`src/rtl/h_cmd_arb.sv`:
```
// ---------------------------------------------------------------------------
// h_cmd_arb
//
// Shares the single h command port among N_REQ requesters with round-robin
// arbitration. The index of every accepted command is pushed into an in-order
// tag FIFO. h answers in command order without an ID, so each response pops
// the FIFO head and is routed back to that requester as a registered one-hot
// strobe.
//
// Optional feature: define H_CMD_ARB_HIPRI_EN to give requester 0 strict
// priority. Grants to requester 0 then leave the RR pointer untouched, and the
// remaining requesters rotate among themselves.
//
// Ports
//   clk, arst_n                  clock, synchronous active-low reset
//   i_req_vld/opcode/k/v         per-requester command (payload flattened,
//                                requester i occupies slice [i*W +: W])
//   o_req_gnt                    one-hot accept, command consumed this cycle
//   o_cmd_vld_w/opcode/k/v       command towards h
//   i_cmd_rdy_w                  h ready
//   i_rsp_vld/status/v           response from h (in command order)
//   o_rsp_vld/status/v           registered response, o_rsp_vld one-hot
//   i_drain                      stop issuing new commands
//   o_idle                       drained and nothing outstanding
//   o_err_underflow              sticky: response seen with tag FIFO empty
//   o_state                      debug view of the control FSM
//
// Handshake: a command transfers on a cycle where o_cmd_vld_w and i_cmd_rdy_w
// are both high. o_cmd_vld_w never depends on i_cmd_rdy_w. A requester keeps
// its valid and payload stable until it sees its o_req_gnt bit.
// ---------------------------------------------------------------------------
module h_cmd_arb #(
  parameter int N_REQ     = 4,
  parameter int TAG_DEPTH = 8,
  parameter int OP_W      = 2,
  parameter int K_W       = 8,
  parameter int V_W       = 8,
  parameter int ST_W      = 2
) (
  input  logic                    clk,
  input  logic                    arst_n,
  input  logic [N_REQ-1:0]        i_req_vld,
  input  logic [N_REQ*OP_W-1:0]   i_req_opcode,
  input  logic [N_REQ*K_W-1:0]    i_req_k,
  input  logic [N_REQ*V_W-1:0]    i_req_v,
  output logic [N_REQ-1:0]        o_req_gnt,
  output logic                    o_cmd_vld_w,
  output logic [OP_W-1:0]         o_cmd_opcode_w,
  output logic [K_W-1:0]          o_cmd_k_w,
  output logic [V_W-1:0]          o_cmd_v_w,
  input  logic                    i_cmd_rdy_w,
  input  logic                    i_rsp_vld,
  input  logic [ST_W-1:0]         i_rsp_status,
  input  logic [V_W-1:0]          i_rsp_v,
  output logic [N_REQ-1:0]        o_rsp_vld,
  output logic [ST_W-1:0]         o_rsp_status,
  output logic [V_W-1:0]          o_rsp_v,
  input  logic                    i_drain,
  output logic                    o_idle,
  output logic                    o_err_underflow,
  output logic [1:0]              o_state
);

  localparam int RR_W  = $clog2(N_REQ);
  localparam int PTR_W = $clog2(TAG_DEPTH);
  localparam int CNT_W = PTR_W + 1;

  typedef enum logic [1:0] {
    S_RUN   = 2'd0,
    S_DRAIN = 2'd1,
    S_IDLE  = 2'd2
  } state_e;

  state_e            state_q, state_d;
  logic [RR_W-1:0]   rr_q, rr_d;
  logic [RR_W-1:0]   tags_q [TAG_DEPTH];
  logic [PTR_W-1:0]  wr_q, rd_q;
  logic [CNT_W-1:0]  cnt_q, cnt_d;
  logic [N_REQ-1:0]  rsp_vld_q, rsp_vld_d;
  logic [ST_W-1:0]   rsp_status_q;
  logic [V_W-1:0]    rsp_v_q;
  logic              uf_q;

  logic              any_vld;
  logic [RR_W-1:0]   win;
  logic              fifo_full;
  logic              accept;
  logic              pop;

  // Requester index at a given offset from the RR pointer, wrapping at N_REQ.
  function automatic logic [RR_W-1:0] rr_idx(input logic [RR_W-1:0] base, input int off);
    int s;
    s = int'(base) + off;
    if (s >= N_REQ) s = s - N_REQ;
    return RR_W'(s);
  endfunction

  // Arbitration: first valid requester at or after the pointer.
  always_comb begin
    any_vld = 1'b0;
    win     = '0;
    for (int i = 0; i < N_REQ; i++) begin
`ifdef H_CMD_ARB_HIPRI_EN
      // Requester 0 is served by the priority override below, not the ring.
      if (!any_vld && i_req_vld[rr_idx(rr_q, i)] && (rr_idx(rr_q, i) != '0)) begin
`else
      if (!any_vld && i_req_vld[rr_idx(rr_q, i)]) begin
`endif
        any_vld = 1'b1;
        win     = rr_idx(rr_q, i);
      end
    end
`ifdef H_CMD_ARB_HIPRI_EN
    if (i_req_vld[0]) begin
      any_vld = 1'b1;
      win     = '0;
    end
`endif
  end

  // Full is judged on the registered count: a pop this cycle does not
  // free a slot until the next cycle.
  assign fifo_full   = (cnt_q == CNT_W'(TAG_DEPTH));
  assign o_cmd_vld_w = any_vld && (state_q == S_RUN) && !fifo_full;
  assign accept      = o_cmd_vld_w && i_cmd_rdy_w;
  assign pop         = i_rsp_vld && (cnt_q != '0);

  always_comb begin
    o_cmd_opcode_w = '0;
    o_cmd_k_w      = '0;
    o_cmd_v_w      = '0;
    o_req_gnt      = '0;
    for (int i = 0; i < N_REQ; i++) begin
      if (win == RR_W'(i)) begin
        o_cmd_opcode_w = i_req_opcode[i*OP_W +: OP_W];
        o_cmd_k_w      = i_req_k[i*K_W +: K_W];
        o_cmd_v_w      = i_req_v[i*V_W +: V_W];
        o_req_gnt[i]   = accept;
      end
    end
  end

  always_comb begin
    rr_d = rr_q;
`ifdef H_CMD_ARB_HIPRI_EN
    if (accept && (win != '0)) begin
`else
    if (accept) begin
`endif
      rr_d = (win == RR_W'(N_REQ - 1)) ? '0 : win + RR_W'(1);
    end
  end

  always_comb begin
    cnt_d = cnt_q;
    case ({accept, pop})
      2'b10:   cnt_d = cnt_q + CNT_W'(1);
      2'b01:   cnt_d = cnt_q - CNT_W'(1);
      default: cnt_d = cnt_q;
    endcase
  end

  always_comb begin
    rsp_vld_d = '0;
    if (pop) rsp_vld_d[tags_q[rd_q]] = 1'b1;
  end

  // Control FSM. DRAIN only settles to IDLE once nothing is outstanding and
  // no response is arriving in the same cycle.
  always_comb begin
    state_d = state_q;
    case (state_q)
      S_RUN:   if (i_drain) state_d = S_DRAIN;
      S_DRAIN: begin
        if (!i_drain)                         state_d = S_RUN;
        else if ((cnt_q == '0) && !i_rsp_vld) state_d = S_IDLE;
      end
      S_IDLE:  if (!i_drain) state_d = S_RUN;
      default: state_d = S_RUN;
    endcase
  end

  always_ff @(posedge clk) begin
    if (!arst_n) begin
      state_q      <= S_RUN;
      rr_q         <= '0;
      wr_q         <= '0;
      rd_q         <= '0;
      cnt_q        <= '0;
      rsp_vld_q    <= '0;
      rsp_status_q <= '0;
      rsp_v_q      <= '0;
      uf_q         <= 1'b0;
    end else begin
      state_q   <= state_d;
      rr_q      <= rr_d;
      cnt_q     <= cnt_d;
      rsp_vld_q <= rsp_vld_d;
      if (accept) wr_q <= wr_q + PTR_W'(1);
      if (pop) begin
        rd_q         <= rd_q + PTR_W'(1);
        rsp_status_q <= i_rsp_status;
        rsp_v_q      <= i_rsp_v;
      end
      if (i_rsp_vld && (cnt_q == '0)) uf_q <= 1'b1;
    end
  end

  // Tag storage needs no reset: entries are only read once written.
  always_ff @(posedge clk) begin
    if (accept) tags_q[wr_q] <= win;
  end

  assign o_rsp_vld       = rsp_vld_q;
  assign o_rsp_status    = rsp_status_q;
  assign o_rsp_v         = rsp_v_q;
  assign o_idle          = (state_q == S_IDLE);
  assign o_err_underflow = uf_q;
  assign o_state         = state_q;

endmodule
```
`config.mk`:
```
export PLATFORM = sky130hd
export DESIGN_NAME = h_cmd_arb
export DESIGN_NICKNAME = d
export VERILOG_FILES = /design/src/rtl/h_cmd_arb.sv
export SDC_FILE = /design/constraint.sdc
export NUM_CORES = 1
export LEC_CHECK = 0
export BUFFER_PORTS_ARGS = -buffer_cell sky130_fd_sc_hd__buf_4
export CORE_MARGIN = 4
export CORE_UTILIZATION = 35
export CTS_BUF_LIST = sky130_fd_sc_hd__clkbuf_4 sky130_fd_sc_hd__clkbuf_8
export DETAILED_ROUTE_END_ITERATION = 16
export PLACE_DENSITY = 0.63
export SLEW_MARGIN = 20
export SYNTH_ARGS = -nofsm -noshare
export SYNTH_HDL_FRONTEND = slang
export SYNTH_SLANG_ARGS = --single-unit
```
`constraint.sdc`:
```
create_clock -name clk -period 3.04 [get_ports clk]
set_input_delay 0.608 -clock clk [delete_from_list [all_inputs] [get_ports clk]]
set_output_delay 0.608 -clock clk [all_outputs]
set_load 0.02 [all_outputs]
```
# After elaboration in Yosys (flattened, before gate mapping)
# Memories as Yosys holds them, arrays and structs flattened. A register that Yosys moved wholly into a read port is not among the register bits.
# Cells that the tools add are included.
# classes
reduce_logical	22
magnitude_cmp	10
n_eq_ne	11
add_sub_neg	12
n_mux	49
# op_table
op	count
$mux 8	8
$mux 2	17
$lt 2x3->1 const B	5
$mux 1	15
$logic_and 1x1->1	10
$ge 3x3->1 const B	3
$bmux 1 s2	4
$eq 2x2->1 const B	4
$pmux 4 s2	1
$sub 2x1->2 const B	4
$add 2x2->3 const B	2
$add 3x1->3 const B	2
$eq 2x1->1 const B	3
$mux 3	2
$pmux 2 s3	1
$logic_not 1->1	5
$add 4x1->4 const B	1
$eq 4x4->1 const B	1
$logic_not 2->1	2
$logic_not 4->1	1
$ne 2x2->1 const B	2
$reduce_bool 4->1	1
$sub 4x1->4 const B	1
$add 2x1->3 const B	1
other kinds (8)	8
# word_totals
ramBits	16
n_memories	1
input_bits	91
ff_bits	29
# memory_table
name	words	word_bits	rd	rd_ports_with_merged_regs	write_ports	line_no	rtl
tags_q	8	2	1	1	1	76	logic [RR_W-1:0] tags_q [TAG_DEPTH];

# Logic depth before layout (Yosys ltp)
# depth
ltp_word	19
mapped_depth	12
mapped_depth_nobuf	10

# Worst setup path after synthesis
# OpenSTA, ideal clock, no wires.
# synth_path
path_type	input -> output
start	input port i_req_vld[0]
end	output port o_cmd_k_w[0]
arrival_time_ns	2.717
path_buffers	2
cell_stages	8
slack_ns	-0.285
cell_sequence	nor4_2 -> nor2b_1 -> ha_1 -> nor2b_1 -> clkbuf_1 -> buf_2 -> a221oi_1 -> o31ai_1
# synth_via
elab_chain_len	17
word_cells_on_any_way	29
cone_classes	eq/ne: 3; mux: 19; reduce/logical: 7
# synth_rtl
element	line_no	rtl
start: declaration	42	input logic [N_REQ-1:0] i_req_vld,
$bmux 1 s2	107	if (!any_vld && i_req_vld[rr_idx(rr_q, i)]) begin
$mux 1 (implied by the code)	107	
$mux 1	107	
$logic_not 1->1	107	
$logic_and 1x1->1	107	
$mux 1	107	
$logic_not 1->1	107	
$logic_and 1x1->1	107	
$mux 1	107	
$logic_not 1->1	107	
$logic_and 1x1->1	107	
$mux 2 (*)	107	
via win[0]	85	logic [RR_W-1:0] win;
$logic_not 2->1	134	if (win == RR_W'(i)) begin
$mux 8 (3 in series)	134	
$mux 8 (*)	134	
end: declaration	49	output logic [K_W-1:0] o_cmd_k_w,
# The timed path passes the listed nets; every way through them passes the cells marked *. The select of a mux whose other input is x is not followed.

# Worst setup path in the final report
# Ends and elaborated chain as after synthesis.

==> impl_table.tex <==
\begin{tabular}{lr}
\hline
Metric & Value \\
\hline
\multicolumn{2}{l}{\textbf{Yosys}} \\
\quad Sequential-to-total area share from yosys stat & 41.1\% \\
\quad Total number of yosys warnings & 0 \\
\quad Top\_reg\_cell synth & dfxtp\_1 \\
\quad Number of flops mapped to enable cells by yosys & 16 \\
\quad Net count after synthesis & 386 \\
\quad Library cells used by synthesis & 47 \\
\quad Number of storage elements in the synthesis netlist & 48 \\
\quad Mean instance size in the synthesized netlist & 9.53 um\^{}2 \\
\quad Cell types with the largest area share after synthesis & dfxtp\_1 (23\%), edfxtp\_1 (18\%), nand2\_1 (6.7\%) \\
\quad Cell area after technology mapping & 2730 um\^{}2 \\
\quad Area share of the leading cell type in the synthesized netlist & 23.5\% \\
\quad Most area-hungry cell type in the Yosys netlist & dfxtp\_1 \\
\quad Ys async rst share & 0\% \\
\quad Cell count after synthesis & 286 \\
\multicolumn{2}{l}{\textbf{Worst setup path}} \\
\quad Startpoint kind of the worst setup timing path & primary input \\
\quad Element type at the critical path end & primary output \\
\quad Critical path class & in2out \\
\quad Register-to-Register Setup Slack & 0.35 ns \\
\quad Worst EP arrival & 2.43 ns \\
\quad Req. time, crit path & 2.43 ns \\
\quad Maximum fanout encountered on the critical timing path & 8 \\
\multicolumn{2}{l}{\textbf{Timing}} \\
\quad \# setup viols final & 0 \\
\quad Minimum setup slack in the final design & 0.000536 ns \\
\quad Number of max-slew violations in the final report & 0 \\
\quad Maximum clock rate & 329 MHz \\
\quad Total Negative Setup Slacks & 0 ns \\
\quad Final Skew & 0.0113 ns \\
\quad Pin slew with the least headroom to its limit & 0.438 ns \\
\quad Hold Fails Final Rpt & 0 \\
\quad Setup repair after global routing missed its margin & yes \\
\quad Minimum clock period & 3.04 ns \\
\quad Final period utilization & 100\% \\
\quad Slew margin rel. & 70.5\% \\
\multicolumn{2}{l}{\textbf{Final layout}} \\
\quad Final core utilization & 61.6\% \\
\quad Leading cell type in the layout, fill and taps excluded & buf\_4 \\
\quad Fraction of final layout cells sized beyond drive strength 1 & 54.2\% \\
\quad Final instance count without filler cells & 529 \\
\quad Fill cell total of the finished layout & 627 \\
\quad Diode count & 0 \\
\quad Commonest cells after routing, fill and taps aside & buf\_4 (143), nand2\_1 (49), dfxtp\_1 (30) \\
\quad Synth-to-Final Area Change & 67.5\% \\
\quad Nets & 529 \\
\multicolumn{2}{l}{\textbf{Route}} \\
\quad Drt first-iter violations & 95 \\
\quad Detail Route Antenna Nets & 0 \\
\quad First-pass DRT Iterations & 4 \\
\quad Drt total wl & 8330 um \\
\quad Number of vias after detailed routing & 2669 \\
\quad DRC & 0 \\
\quad WL per Instance & 15.7 um \\
\quad Vias per inst & 5.05 \\
\multicolumn{2}{l}{\textbf{Placed design}} \\
\quad Final RePlAce weighted congestion & 0.778 \\
\quad Number of buffers inserted by port buffering & 131 \\
\quad Number of placed cells counting well taps & 512 \\
\quad HPWL after DPL & 5870 um \\
\quad Pre-CTS setup slack & -0.0525 ns \\
\multicolumn{2}{l}{\textbf{CTS}} \\
\quad Clock slew at reported path FFs & 0.09 ns \\
\quad CTS Root Cell & clkbuf\_8 \\
\quad Maximum buffer depth of the clock tree & 2 \\
\quad Cts hold-fix bufs & 0 \\
\quad Clock net sink count & 48 \\
\quad CTS tree & built \\
\quad Clock buffer count from CTS & 5 \\
\quad Later-pin clock latency in the skew report & 0.30 ns \\
\quad Deepest level of the CTS H-tree & 2 \\
\multicolumn{2}{l}{\textbf{Run status}} \\
\quad Result of the run & complete, no violations \\
\multicolumn{2}{l}{\textbf{Global route}} \\
\quad Global-route met1 utilization & 19.0\% \\
\quad Initial antenna violation count & 0 \\
\quad Met3 GRT Util & 5.00\% \\
\quad Overflow after GRT & 0 \\
\quad Largest net degree at the start of global routing & 30 \\
\quad Number of global-route vias before repair & 2594 \\
\quad Global Route met2 Usage & 27.7\% \\
\quad Overall Global Routing Usage & 16.2\% \\
\quad Global-route wire length before repair & 11900 um \\
\quad Busiest layer in global routing & met2 \\
\multicolumn{2}{l}{\textbf{Power}} \\
\quad Worst VDD drop & 336 uV \\
\quad Leakage power & 1.90 nW \\
\quad Power Density & 675 nW/um\^{}2 \\
\multicolumn{2}{l}{\textbf{Die}} \\
\quad Effective utilization at floorplan & 36.8\% \\
\quad Row count & 31 \\
\quad Count of pins on the block boundary & 132 \\
\quad Die Footprint & 9270 um\^{}2 \\
\quad Core region area & 7410 um\^{}2 \\
\quad Floorplan die height & 96.3 um \\
\quad Width of the chip & 96.3 um \\
\multicolumn{2}{l}{\textbf{Job}} \\
\quad Max-capacitance violation count & 0 \\
\multicolumn{2}{l}{\textbf{Worst hold path}} \\
\quad Class of the most critical hold timing path & reg2reg \\
\hline
\end{tabular}
power breakdown:
part	internal, W	switching [W]	total, W
registers	0.000778	0.0000861	0.000864
logic	0.000891	0.000925	0.00182
clock network	0.000186	0.000216	0.000402
total	0.00185	0.00123	0.00308
cells by family (layout without fill, tap and decap cells):
group / count (synthesis) / in the layout / share of synthesized area (%)
simple gates: 120 / 120 / 24.7
fa+ha+maj: 9 / 9 / 4.13
buf+inv: 28 / 172 / 4.73
flops: 48 / 48 / 41.1
xor+xnor: 6 / 6 / 1.93
mux: 11 / 11 / 5.87
compound gates: 64 / 64 / 17.5
cells in the mapped netlist, drive strengths merged, types with 6 or more instances:
library cell / number
nor2: 7
nor2b: 25
a21boi: 12
nand2b: 6
mux2i: 7
nor3: 6
and2: 9
inv: 7
a221oi: 18
dfxtp: 32
ha: 9
nand2: 52
clkbuf: 15
buf: 6
a21oi: 7
edfxtp: 16
o31ai: 17
what timing repair did:
item | CTS | global route
pin swaps | 0 | 7
endpoints found under the setup margin | 18 | 19
hold endpoints to repair | 0 | 0
gates resized for setup | 2 | 60
buffers inserted | 0 | 5
gates cloned | 0 | 4
metrics by stage:
step                      total power, W  hold slack (ns)  cell area [um^2]
after floorplan                  0.00183            0.451              2830
after CTS                        0.00279            0.459              4090
after detailed placement         0.00238            0.446              3980
after global routing             0.00329            0.470              4570
after global placement           0.00236            0.441              3980
final                            0.00308            0.456              4570
path summary, 6_finish.rpt:
path / cells past startpoint / end / startpoint
hold / removal: 2 / o_rsp_v[0] / o_rsp_v[0]
setup / recovery: 11 / o_cmd_k_w[0] / i_req_vld[0]
setup reg to reg: 10 / cnt_q[2] / cnt_q[0]
hold reg to reg: 2 / o_rsp_v[0] / o_rsp_v[0]
per-layer routing:
| layer | routed length (um) | share of wire, % | vias to the layer above |
|---|---|---|---|
| met5 | 0 | 0 | - |
| met4 | 181 | 2.2 | 0 |
| met3 | 561 | 6.7 | 18 |
| met2 | 4440 | 53 | 92 |
| met1 | 3150 | 38 | 1240 |
| li1 | - | - | 1319 |
flip-flops by register name, summed over array words and instances (netlist names), named ones only:
name,count
rr_q,2
rd_q,3
wr_q,3
o_state,2
cnt_q,4
o_rsp_status,2
o_rsp_vld,4
o_rsp_v,8
o_err_underflow,1
tags_q,16
cell type report:
class | instances | area (um^2) | share of cell area (%)
Timing Repair Buffer | 157 | 1310 | 28.6
Clock inverter | 2 | 13.8 | 0.301
Tap cell | 99 | 124 | 2.71
Clock buffer | 6 | 82.6 | 1.81
Sequential cell | 48 | 1130 | 24.7
Inverter | 7 | 33.8 | 0.740
Multi-Input combinational cell | 210 | 1880 | 41.2
worst max-delay path: stages:
cell,delay [ns]
buf_4,0.14
nand2b_1,0.13
a21oi_2,0.08
a221oi_4,0.26
nor2b_4,0.24
ha_4,0.19
nor2b_4,0.07
clkbuf_16,0.18
a221oi_4,0.27
o31ai_2,0.09
buf_4,0.16
No activity file was read; power rests on OpenSTA's default activity.
